### src/rtl/board_update_sequencer_if.sv
// Command handshake and state-RAM write bus for board_update_sequencer.
// master = command source / RAM stage side, slave = sequencer side.
interface board_update_sequencer_if;
  logic       cmd_valid;
  logic       cmd_ready;
  logic [4:0] cmd_src;
  logic [4:0] cmd_dst;
  logic [4:0] cmd_cap;
  logic       cmd_capture;
  logic [7:0] cmd_piece;
  logic [7:0] locX_state;
  logic [7:0] locY_state;
  logic [7:0] update_state;
  logic       wea_state_ram;

  modport master (
    output cmd_valid, cmd_src, cmd_dst, cmd_cap, cmd_capture, cmd_piece,
    input  cmd_ready, locX_state, locY_state, update_state, wea_state_ram
  );

  modport slave (
    input  cmd_valid, cmd_src, cmd_dst, cmd_cap, cmd_capture, cmd_piece,
    output cmd_ready, locX_state, locY_state, update_state, wea_state_ram
  );
endinterface

### src/rtl/board_update_sequencer.sv
// Sequences checkers-board writes (initial board load and move updates) into the state RAM stage.
// Optional KING_PROMOTE_EN: promote men reaching the far row to kings on the destination write.
//
// state      | meaning
// INIT_SETUP | present square cnt of the starting board, strobe low
// INIT_WR    | strobe square cnt, advance counter
// IDLE       | wait for init_req or a move command
// DST_SETUP  | present destination square with piece code
// DST_WR     | strobe destination
// SRC_SETUP  | present source square with empty code
// SRC_WR     | strobe source
// CAP_SETUP  | present captured square with empty code
// CAP_WR     | strobe captured square
module board_update_sequencer (
  input  logic                           clk,
  input  logic                           reset_n,
  input  logic                           init_req,
  board_update_sequencer_if.slave        bus,
  output logic                           busy,
  output logic                           move_done
);

  typedef enum logic [3:0] {
    INIT_SETUP, INIT_WR, IDLE, DST_SETUP, DST_WR,
    SRC_SETUP, SRC_WR, CAP_SETUP, CAP_WR
  } state_t;

  state_t     state, state_nxt;
  logic [4:0] cnt, cnt_nxt;
  logic [4:0] src_q, dst_q, cap_q;
  logic       capture_q;
  logic [7:0] piece_q;
  logic       accept, src_en, cap_en, done_nxt;
  logic       in_write, strobe;
  logic [4:0] wr_idx;
  logic [7:0] wr_data, dst_data;
  logic [2:0] row;
  logic [3:0] col;
  logic [7:0] loc_x, loc_y;
  logic [7:0] loc_x_q, loc_y_q, data_q;

  assign accept = (state == IDLE) && !init_req && bus.cmd_valid;
  assign src_en = (src_q != dst_q);
  assign cap_en = capture_q && (cap_q != dst_q) && (cap_q != src_q);

  always_comb begin
    dst_data = piece_q;
`ifdef KING_PROMOTE_EN
    if (piece_q == 8'h01 && dst_q[4:2] == 3'd0)
      dst_data = 8'h03;
    else if (piece_q == 8'h02 && dst_q[4:2] == 3'd7)
      dst_data = 8'h04;
`endif
  end

  always_ff @(posedge clk or negedge reset_n) begin
    if (!reset_n) begin
      state     <= INIT_SETUP;
      cnt       <= 5'd0;
      move_done <= 1'b0;
    end else begin
      state     <= state_nxt;
      cnt       <= cnt_nxt;
      move_done <= done_nxt;
    end
  end

  always_comb begin
    state_nxt = state;
    cnt_nxt   = cnt;
    done_nxt  = 1'b0;
    case (state)
      INIT_SETUP: state_nxt = INIT_WR;
      INIT_WR: begin
        cnt_nxt   = cnt + 5'd1;
        state_nxt = (cnt == 5'd31) ? IDLE : INIT_SETUP;
      end
      IDLE: begin
        // init_req wins over a simultaneous command
        if (init_req) begin
          state_nxt = INIT_SETUP;
          cnt_nxt   = 5'd0;
        end else if (bus.cmd_valid) begin
          state_nxt = DST_SETUP;
        end
      end
      DST_SETUP: state_nxt = DST_WR;
      DST_WR: begin
        if (src_en)
          state_nxt = SRC_SETUP;
        else if (cap_en)
          state_nxt = CAP_SETUP;
        else begin
          state_nxt = IDLE;
          done_nxt  = 1'b1;
        end
      end
      SRC_SETUP: state_nxt = SRC_WR;
      SRC_WR: begin
        if (cap_en)
          state_nxt = CAP_SETUP;
        else begin
          state_nxt = IDLE;
          done_nxt  = 1'b1;
        end
      end
      CAP_SETUP: state_nxt = CAP_WR;
      CAP_WR: begin
        state_nxt = IDLE;
        done_nxt  = 1'b1;
      end
      default: begin
        state_nxt = INIT_SETUP;
        cnt_nxt   = 5'd0;
      end
    endcase
  end

  always_ff @(posedge clk or negedge reset_n) begin
    if (!reset_n) begin
      src_q     <= 5'd0;
      dst_q     <= 5'd0;
      cap_q     <= 5'd0;
      capture_q <= 1'b0;
      piece_q   <= 8'h00;
    end else if (accept) begin
      src_q     <= bus.cmd_src;
      dst_q     <= bus.cmd_dst;
      cap_q     <= bus.cmd_cap;
      capture_q <= bus.cmd_capture;
      piece_q   <= bus.cmd_piece;
    end
  end

  always_comb begin
    wr_idx   = cnt;
    wr_data  = 8'h00;
    in_write = 1'b1;
    case (state)
      INIT_SETUP, INIT_WR: begin
        wr_idx  = cnt;
        wr_data = (cnt < 5'd12) ? 8'h02 : ((cnt < 5'd20) ? 8'h00 : 8'h01);
      end
      DST_SETUP, DST_WR: begin
        wr_idx  = dst_q;
        wr_data = dst_data;
      end
      SRC_SETUP, SRC_WR: wr_idx = src_q;
      CAP_SETUP, CAP_WR: wr_idx = cap_q;
      default:           in_write = 1'b0;
    endcase
  end

  assign strobe = (state == INIT_WR) || (state == DST_WR) ||
                  (state == SRC_WR)  || (state == CAP_WR);

  // playable squares sit on odd columns in even rows, even columns in odd rows
  assign row   = wr_idx[4:2];
  assign col   = {1'b0, wr_idx[1:0], 1'b0} + {3'b000, ~row[0]};
  assign loc_x = {4'b0000, col} * 8'd14;
  assign loc_y = {5'b00000, row} * 8'd14;

  always_ff @(posedge clk or negedge reset_n) begin
    if (!reset_n) begin
      loc_x_q <= 8'h00;
      loc_y_q <= 8'h00;
      data_q  <= 8'h00;
    end else if (in_write) begin
      loc_x_q <= loc_x;
      loc_y_q <= loc_y;
      data_q  <= wr_data;
    end
  end

  // the reset state is already INIT_SETUP, so the live path is gated off while reset is held
  assign bus.locX_state    = (reset_n && in_write) ? loc_x   : loc_x_q;
  assign bus.locY_state    = (reset_n && in_write) ? loc_y   : loc_y_q;
  assign bus.update_state  = (reset_n && in_write) ? wr_data : data_q;
  assign bus.wea_state_ram = strobe;
  assign bus.cmd_ready     = (state == IDLE) && !init_req;
  assign busy              = (state != IDLE);

endmodule
### src/flat_wrapper.sv
// flat-port wrapper written by rule: the top's interface ports become plain ports
module board_update_sequencer_flat 
  (clk, reset_n, init_req, busy, move_done, bus_cmd_valid, bus_cmd_src, bus_cmd_dst, bus_cmd_cap, bus_cmd_capture, bus_cmd_piece, bus_cmd_ready, bus_locX_state, bus_locY_state, bus_update_state, bus_wea_state_ram);
  board_update_sequencer_if bus_i ();
  input  logic clk;
  input  logic reset_n;
  input  logic init_req;
  output logic busy;
  output logic move_done;
  input wire logic [$bits(bus_i.cmd_valid)-1:0] bus_cmd_valid;
  input wire logic [$bits(bus_i.cmd_src)-1:0] bus_cmd_src;
  input wire logic [$bits(bus_i.cmd_dst)-1:0] bus_cmd_dst;
  input wire logic [$bits(bus_i.cmd_cap)-1:0] bus_cmd_cap;
  input wire logic [$bits(bus_i.cmd_capture)-1:0] bus_cmd_capture;
  input wire logic [$bits(bus_i.cmd_piece)-1:0] bus_cmd_piece;
  output wire logic [$bits(bus_i.cmd_ready)-1:0] bus_cmd_ready;
  output wire logic [$bits(bus_i.locX_state)-1:0] bus_locX_state;
  output wire logic [$bits(bus_i.locY_state)-1:0] bus_locY_state;
  output wire logic [$bits(bus_i.update_state)-1:0] bus_update_state;
  output wire logic [$bits(bus_i.wea_state_ram)-1:0] bus_wea_state_ram;
  assign bus_i.cmd_valid = bus_cmd_valid;
  assign bus_i.cmd_src = bus_cmd_src;
  assign bus_i.cmd_dst = bus_cmd_dst;
  assign bus_i.cmd_cap = bus_cmd_cap;
  assign bus_i.cmd_capture = bus_cmd_capture;
  assign bus_i.cmd_piece = bus_cmd_piece;
  assign bus_cmd_ready = bus_i.cmd_ready;
  assign bus_locX_state = bus_i.locX_state;
  assign bus_locY_state = bus_i.locY_state;
  assign bus_update_state = bus_i.update_state;
  assign bus_wea_state_ram = bus_i.wea_state_ram;
  board_update_sequencer u_core (.clk(clk), .reset_n(reset_n), .init_req(init_req), .bus(bus_i), .busy(busy), .move_done(move_done));
endmodule
### config.mk
export PLATFORM = sky130hd
export DESIGN_NAME = board_update_sequencer_flat
export DESIGN_NICKNAME = d
export VERILOG_FILES = /design/src/rtl/board_update_sequencer_if.sv /design/src/rtl/board_update_sequencer.sv /design/src/flat_wrapper.sv
export SDC_FILE = /design/constraint.sdc
export NUM_CORES = 1
export LEC_CHECK = 0
export ABC_AREA = 1
export BUFFER_PORTS_ARGS = -buffer_cell sky130_fd_sc_hd__buf_4
export CAP_MARGIN = 10
export CORE_AREA = 2 2 77 94
export CTS_BUF_LIST = sky130_fd_sc_hd__clkbuf_8
export CTS_CLUSTER_SIZE = 24
export DETAILED_ROUTE_END_ITERATION = 8
export DIE_AREA = 0 0 79 96
export PLACE_DENSITY_LB_ADDON = 0.1
export REMOVE_ABC_BUFFERS = 1
export SYNTH_ARGS = -nofsm -noshare
export SYNTH_HDL_FRONTEND = slang
export SYNTH_SLANG_ARGS = --single-unit
### constraint.sdc
create_clock -name clk -period 6.25 [get_ports clk]
set_clock_uncertainty 0.15 [all_clocks]
set_input_delay 0.625 -clock clk [delete_from_list [all_inputs] [get_ports clk]]
set_output_delay 0.625 -clock clk [all_outputs]
set_load 0.05 [all_outputs]
==> results of run 1 <==
==> layout make-up <==
cell class,count,area (sq um),area share
Clock inverter,3,41.29,0.01101
Sequential cell,54,1351,0.3605
Tap cell,87,108.9,0.02904
Multi-Input combinational cell,278,1598,0.4262
Inverter,52,197.7,0.05274
Clock buffer,5,68.82,0.01836
Timing Repair Buffer,51,382.9,0.1021
==> stage by stage <==
step	util	area, sq um	setup slack [ns]
3_3_place_gp	0.5440	3638	2.200
4_1_cts	0.5604	3749	1.731
3_5_place_dp	0.5440	3638	2.093
5_1_grt	0.5604	3749	1.445
6_report	0.5604	3749	1.791
2_1_floorplan	-	3147	2.286
==> cells by family after synthesis <==
logic type / Yosys count / share of synthesized area
flip-flops: 54 / 0.4165
adder cells (fa/ha/maj): 18 / 0.08330
AND/OR/NAND/NOR: 167 / 0.2210
multiplexers: 11 / 0.04165
XOR/XNOR: 10 / 0.02700
buffers and inverters: 67 / 0.09448
other: 1 / 0.001156
AO/OA/AOI/OAI: 68 / 0.1149
==> cells in the mapped netlist (2+ instances only) <==
master / number / area share
sky130_fd_sc_hd__a21oi_1: 22 / 0.034
sky130_fd_sc_hd__buf_2: 6 / 0.0093
sky130_fd_sc_hd__buf_4: 4 / 0.0093
sky130_fd_sc_hd__buf_6: 4 / 0.014
sky130_fd_sc_hd__dfrtp_1: 54 / 0.42
sky130_fd_sc_hd__fa_1: 6 / 0.037
sky130_fd_sc_hd__ha_1: 12 / 0.046
sky130_fd_sc_hd__inv_1: 43 / 0.050
sky130_fd_sc_hd__inv_2: 8 / 0.0093
sky130_fd_sc_hd__mux2_2: 8 / 0.028
sky130_fd_sc_hd__mux2_4: 3 / 0.014
sky130_fd_sc_hd__nand2_1: 99 / 0.11
sky130_fd_sc_hd__nand2_2: 3 / 0.0058
sky130_fd_sc_hd__nand2_4: 2 / 0.0069
sky130_fd_sc_hd__nand3_1: 19 / 0.029
sky130_fd_sc_hd__nand4_1: 4 / 0.0077
sky130_fd_sc_hd__nor2_1: 33 / 0.038
sky130_fd_sc_hd__nor3_1: 2 / 0.0031
sky130_fd_sc_hd__o211ai_1: 3 / 0.0069
sky130_fd_sc_hd__o21a_1: 2 / 0.0046
sky130_fd_sc_hd__o21ai_0: 6 / 0.0093
sky130_fd_sc_hd__o21ai_1: 31 / 0.048
sky130_fd_sc_hd__xnor2_1: 7 / 0.019
sky130_fd_sc_hd__xor2_1: 3 / 0.0081
==> state kept, by name (all words and copies together) (netlist names) <==
name and count:
u_core.dst_q 5, u_core.capture_q 1, u_core.cnt 5, u_core.dst_data 8
u_core.loc_y_q 6, u_core.loc_x_q 6, u_core.data_q 8, u_core.src_q 5
u_core.cap_q 5, u_core.move_done 1, u_core.state 4
==> worst max-delay path: cells and delay by family, from the launching register on <==
family          cells  cell delay, ns
xor+xnor            1            0.19
compound gates      3            0.44
flops               1            0.44
buf+inv             6            0.71
simple gates        4            0.47
fa+ha+maj           3            1.13
==> worst max-delay path by stage <==
| stage | cells after the start | endpoint | slack (ns) |
|---|---|---|---|
| after detailed placement | 17 | bus_locX_state[5] | 2.09 |
| after global routing | 17 | bus_locY_state[5] | 1.45 |
| final | 17 | bus_locX_state[5] | 1.79 |
| after global placement | 17 | bus_locX_state[5] | 2.20 |
| after CTS | 17 | bus_locX_state[5] | 1.73 |
| after floorplan | 16 | bus_locX_state[5] | 2.29 |
==> layer usage <==
metal	wire, um	part of all wire	vias to the layer above	GRT usage
li1	-	-	1347	-
met1	2709	0.42	1226	0.2189
met2	3369	0.53	46	0.3432
met3	228	0.036	9	0.03096
met4	82	0.013	0	0.04741
met5	0	0	-	0
==> insert_results.sql, run 1 <==
INSERT INTO impl_metrics (metric_group, metric, value, unit) VALUES
('outcome', 'result_of_the_run', 'complete, no violations', ''),
('sta', 'slew-limit-headroom', '0.5345', ''),
('floorplan', 'row_cnt', '33', ''),
('worst_setup_path', 'critical_path.most_common_cell', 'sky130_fd_sc_hd__inv_2', ''),
('yosys', 'post_synth_inst_count', '396', ''),
('worst_setup_path', 'timing.critical_path.cells', 'inv_2 -> nand2_2 -> nor2_1 -> inv_2 -> nand2_1 -> inv_2 -> o211ai_1 -> a21oi_1 -> inv_1 -> fa_1 -> inv_1 -> ha_1 -> fa_1 -> xor2_1 -> nand2_1 -> o21ai_1 -> buf_4', ''),
('finish', 'final_cells', '530', ''),
('detailed_routing', 'drt_pass1_iterations', '4', ''),
('grt', 'grt_max_degree', '56', ''),
('sta', 'min_period', '4.459', 'ns'),
('worst_setup_path', 'criticalPathCategory', 'reg2out', ''),
('sta', 'setup_viol', '0', ''),
('grt', 'antenna_found_initial', '0', ''),
('worst_setup_path', 'maximum_fanout_count_along_the_critical_path', '11', ''),
('finish', 'num-nets-final', '488', ''),
('worst_setup_path', 'reg2reg_depth', '16', ''),
('worst_setup_path', 'r2r_setup_slack', '2.81', 'ns'),
('clock_network', 'clock_tree.htree_level_count', '2', ''),
('worst_setup_path', 'rr_startpoint', 'u_core.state[1]$_DFFE_PN0P_', ''),
('detailed_routing', 'ant_nets', '0', ''),
('sta', 'final_max_slew_viol_count', '0', ''),
('finish', 'num-fill-cells', '654', ''),
('grt', 'number_of_global_route_vias_before_repair', '2569', ''),
('clock_network', 'cts_inserted_buffers', '5', ''),
('sta', 'worst-slew-pin-transition', '0.6965', 'ns'),
('sta', 'finalHoldWorstSlack', '0.2097', 'ns'),
('detailed_routing', 'detailedRoute.firstIterationViolations', '91', ''),
('floorplan', 'dieArea', '7584', 'sq um'),
('floorplan', 'ios', '56', ''),
('clock_network', 'holdBufCountCts', '0', ''),
('sta', 'rsz_0062_raised_after_global_routing', 'false', ''),
('finish', 'synthToLayoutAreaGrowth', '15.54', '%'),
('yosys', 'async_flop_share', '1.000', ''),
('detailed_routing', 'via_per_inst', '4.958', ''),
('clock_network', 'clk_pin_slew_worst_paths', '0.10', 'ns'),
('floorplan', 'effective_utilization_at_floorplan', '0.4850', ''),
('yosys', 'ys.flop_type', 'sky130_fd_sc_hd__dfrtp_1', ''),
('worst_setup_path', 'worst-endpoint-required', '5.47', 'ns'),
('worst_setup_path', 'worst_setup_path_end_kind', 'output port', ''),
('yosys', 'syn-cell-area', '3244', 'sq um'),
('clock_network', 'insertion_delay', '0.30', 'ns'),
('floorplan', 'die_y', '96', 'um'),
('floorplan', 'die_x', '79', 'um'),
('clock_network', 'cts.repair.resized', '0', ''),
('detailed_routing', 'routed_wire_length_per_instance', '12.06', 'um'),
('worst_setup_path', 'max_stage_delay', '0.55', 'ns'),
('sta', 'totalNegativeSetupSlack', '0', 'ns'),
('grt', 'grt_pass1_wl', '11170', 'um'),
('finish', 'insertedDiodeCount', '0', ''),
('placement', 'gp_congestion', '0.8993', ''),
('clock_network', 'postCtsSetupBuffers', '0', ''),
('clock_network', 'cts_num_sinks', '54', ''),
('clock_network', 'clock_tree_from_tritoncts', 'built', ''),
('min_path', 'worstHoldPathType', 'in2async', ''),
('yosys', 'post_synth_num_cell_types', '36', ''),
('flow_run', 'max-cap-violations', '0', ''),
('sta', 'achievable-frequency', '224.3', 'MHz'),
('floorplan', 'core-area', '6689', 'sq um'),
('finish', 'mostFrequentLayoutCell', 'sky130_fd_sc_hd__nand2_1', ''),
('worst_setup_path', 'data_arrival_time_of_the_worst_path', '3.68', 'ns'),
('placement', 'detailed_place_hpwl', '4881', 'um'),
('grt', 'grt_use_total', '0.1838', ''),
('finish', 'layout.cells.most_common_list', '99 x sky130_fd_sc_hd__nand2_1, 54 x sky130_fd_sc_hd__dfrtp_1, 51 x sky130_fd_sc_hd__buf_4', ''),
('detailed_routing', 'drc', '0', ''),
('yosys', 'synth-edff-count', '0', ''),
('finish', 'post_route_cells_drive_above_1_share', '0.2032', ''),
('yosys', 'synth-seq-cells', '54', ''),
('grt', 'globalRoute.totalOverflow', '0', ''),
('detailed_routing', 'wirelength', '6390', 'um'),
('clock_network', 'cts.root.buffer_cell', 'sky130_fd_sc_hd__clkbuf_8', ''),
('placement', 'port_buffers', '51', '');
Power of run 1 is not shown: default switching activity piles up to over one toggle a cycle in this logic, so the estimate is an artifact.
==> inputs of run 2 (changes only) <==
clock period = 4.48 ns   (was 6.25 ns; I/O delays follow)
==> run 2 against run 1 <==
Net effect:
- the flow now finishes with violations (negative hold slack)
- sequential share of layout area is essentially flat
- sequential cell count is the same
- wire length grew 3.1%
- final cell count is the same
- clock-buffer cell count is the same
- die area is the same
- critical path depth is the same
- via count shrank 0.23%
- register-to-register slack lost 1.7 ns
- utilization grew 0.075 points
==> insert_results.sql, run 2 (synthesis results as in run 1) <==
INSERT INTO impl_metrics (metric_group, metric, value, unit) VALUES
('sta', 'hold_viol', '1', ''),
('finish', 'insertedDiodeCount', '0', ''),
('detailed_routing', 'detail_route.wirelength.met1', '2818', 'um'),
('detailed_routing', 'met3WireLength', '174', 'um'),
('finish', 'synthToLayoutAreaGrowth', '15.70', '%'),
('placement', 'gp_congestion', '0.9027', ''),
('clock_network', 'cts_inserted_buffers', '5', ''),
('sta', 'min_period', '4.225', 'ns'),
('sta', 'worst-slew-pin-transition', '0.7106', 'ns'),
('clock_network', 'postCtsSetupBuffers', '0', ''),
('detailed_routing', 'total_met2_wirelength_after_detailed_routing', '3493', 'um'),
('clock_network', 'cts_num_sinks', '54', ''),
('clock_network', 'holdBufCountCts', '0', ''),
('grt', 'globalRoute.totalOverflow', '0', ''),
('grt', 'antenna_found_initial', '0', ''),
('sta', 'final_max_slew_viol_count', '0', ''),
('floorplan', 'die_x', '79', 'um'),
('min_path', 'worstHoldPathType', 'in2async', ''),
('grt', 'grt_max_degree', '56', ''),
('grt', 'grt_pass1_wl', '11450', 'um'),
('worst_setup_path', 'critical-path-slowest-cell', 'sky130_fd_sc_hd__fa_1', ''),
('sta', 'finalHoldWorstSlack', '-0.0003997', 'ns'),
('finish', 'post_route_cells_drive_above_1_share', '0.2077', ''),
('clock_network', 'insertion_delay', '0.31', 'ns'),
('clock_network', 'cts.root.buffer_cell', 'sky130_fd_sc_hd__clkbuf_8', ''),
('outcome', 'result_of_the_run', 'finished with violations', ''),
('finish', 'mostFrequentLayoutCell', 'sky130_fd_sc_hd__nand2_1', ''),
('grt', 'number_of_global_route_vias_before_repair', '2538', ''),
('worst_setup_path', 'max_stage_delay', '0.54', 'ns'),
('finish', 'final_standard_cell_utilization_of_the_core', '0.5612', ''),
('floorplan', 'dieArea', '7584', 'sq um'),
('detailed_routing', 'vias', '2622', ''),
('clock_network', 'clock_tree.htree_level_count', '2', ''),
('sta', 'rsz_0062_raised_after_global_routing', 'false', ''),
('worst_setup_path', 'timing.critical_path.cells', 'inv_2 -> nand2_2 -> nor2_1 -> nand2_2 -> o21ai_1 -> nand2_1 -> o211ai_1 -> a21oi_1 -> inv_1 -> fa_1 -> inv_1 -> ha_1 -> fa_1 -> xor2_1 -> nand2_1 -> o21ai_1 -> buf_4', ''),
('clock_network', 'cts.repair.resized', '0', ''),
('sta', 'achievable-frequency', '236.7', 'MHz'),
('placement', 'port_buffers', '51', ''),
('sta', 'setup_viol', '0', ''),
('floorplan', 'effective_utilization_at_floorplan', '0.4850', ''),
('flow_run', 'max-cap-violations', '0', ''),
('floorplan', 'ios', '56', ''),
('sta', 'slew-limit-headroom', '0.5251', ''),
('detailed_routing', 'top_layer', 'met4', ''),
('grt', 'grt_use_total', '0.1909', ''),
('finish', 'num-nets-final', '488', ''),
('outcome', 'violations', 'negative hold slack', ''),
('placement', 'detailed_place_hpwl', '4964', 'um'),
('floorplan', 'core-area', '6689', 'sq um'),
('worst_setup_path', 'data_arrival_time_of_the_worst_path', '3.63', 'ns'),
('detailed_routing', 'via_per_inst', '4.947', ''),
('worst_setup_path', 'maximum_fanout_count_along_the_critical_path', '6', ''),
('clock_network', 'cts_max_path_buffers', '2', ''),
('detailed_routing', 'wirelength', '6588', 'um'),
('detailed_routing', 'drc', '0', ''),
('worst_setup_path', 'worst_setup_path_end_kind', 'output port', ''),
('worst_setup_path', 'criticalPathCategory', 'reg2out', ''),
('detailed_routing', 'detailedRoute.firstIterationViolations', '133', ''),
('clock_network', 'clk_pin_slew_worst_paths', '0.09', 'ns'),
('sta', 'totalNegativeSetupSlack', '0', 'ns'),
('floorplan', 'die_y', '96', 'um'),
('detailed_routing', 'drt_pass1_iterations', '4', ''),
('floorplan', 'row_cnt', '33', ''),
('worst_setup_path', 'timing.critical_path.from_type', 'flip-flop', ''),
('detailed_routing', 'ant_nets', '0', ''),
('detailed_routing', 'routed_wire_length_per_instance', '12.43', 'um'),
('clock_network', 'clock_tree_from_tritoncts', 'built', ''),
('finish', 'layout.cells.most_common_list', '98 x sky130_fd_sc_hd__nand2_1, 54 x sky130_fd_sc_hd__dfrtp_1, 51 x sky130_fd_sc_hd__buf_4', ''),
('sta', 'final_min_period_over_clock_period', '0.9431', ''),
('worst_setup_path', 'worst-endpoint-required', '3.88', 'ns');
## run 2: worst paths after layout
check	startpoint	to	slack, ns	cells after the start
max	u_core.state[1]$_DFFE_PN0P_	bus_locX_state[5]	0.25	17
max in group asynchronous	reset_n	u_core.cap_q[2]$_DFFE_PN0P_	3.69	1
min reg2reg	u_core.loc_x_q[1]$_DFFE_PN0N_	u_core.loc_x_q[1]$_DFFE_PN0N_	0.35	1
min	reset_n	u_core.loc_x_q[6]$_DFFE_PN0N_	-0.0004	1
max reg2reg	u_core.state[1]$_DFFE_PN0P_	u_core.loc_x_q[5]$_DFFE_PN0N_	1.08	16
min in group clk	bus_cmd_piece[5]	u_core.dst_data[5]$_DFFE_PN0P_	0.22	2
## run 2: stage by stage
stage	cell area [sq um]	instances	setup WS, ns
2_1_floorplan	3147	384	0.6926
3_3_place_gp	3638	522	0.6035
3_5_place_dp	3638	522	0.4971
4_1_cts	3749	530	0.1391
5_1_grt	3754	530	0.009017
6_report	3754	530	0.2549
## run 2: critical path, delay by kind of cell, from the launching register on
family / cells / cell delay [ns]
xor+xnor: 1 / 0.20
fa+ha+maj: 3 / 1.11
buf+inv: 4 / 0.49
simple gates: 5 / 0.44
flops: 1 / 0.46
compound gates: 4 / 0.64
## run 2: final cells by class
| type | count | area, sq um |
|---|---|---|
| fillers | 682 | 2935 |
| inverters | 52 | 197.7 |
| multi-input cells | 278 | 1603 |
| flip-flops and latches | 54 | 1351 |
| well taps | 87 | 108.9 |
| repair buffers | 51 | 382.9 |
| clock buffers | 5 | 68.82 |
| clock inverters | 3 | 41.29 |
## run 2: metal layers
layer	global-route usage	vias up
li1	-	1347
met1	0.2260	1231
met2	0.3446	37
met3	0.03377	7
met4	0.07328	0
met5	0	-
Power of run 2 is left out for the same reason.
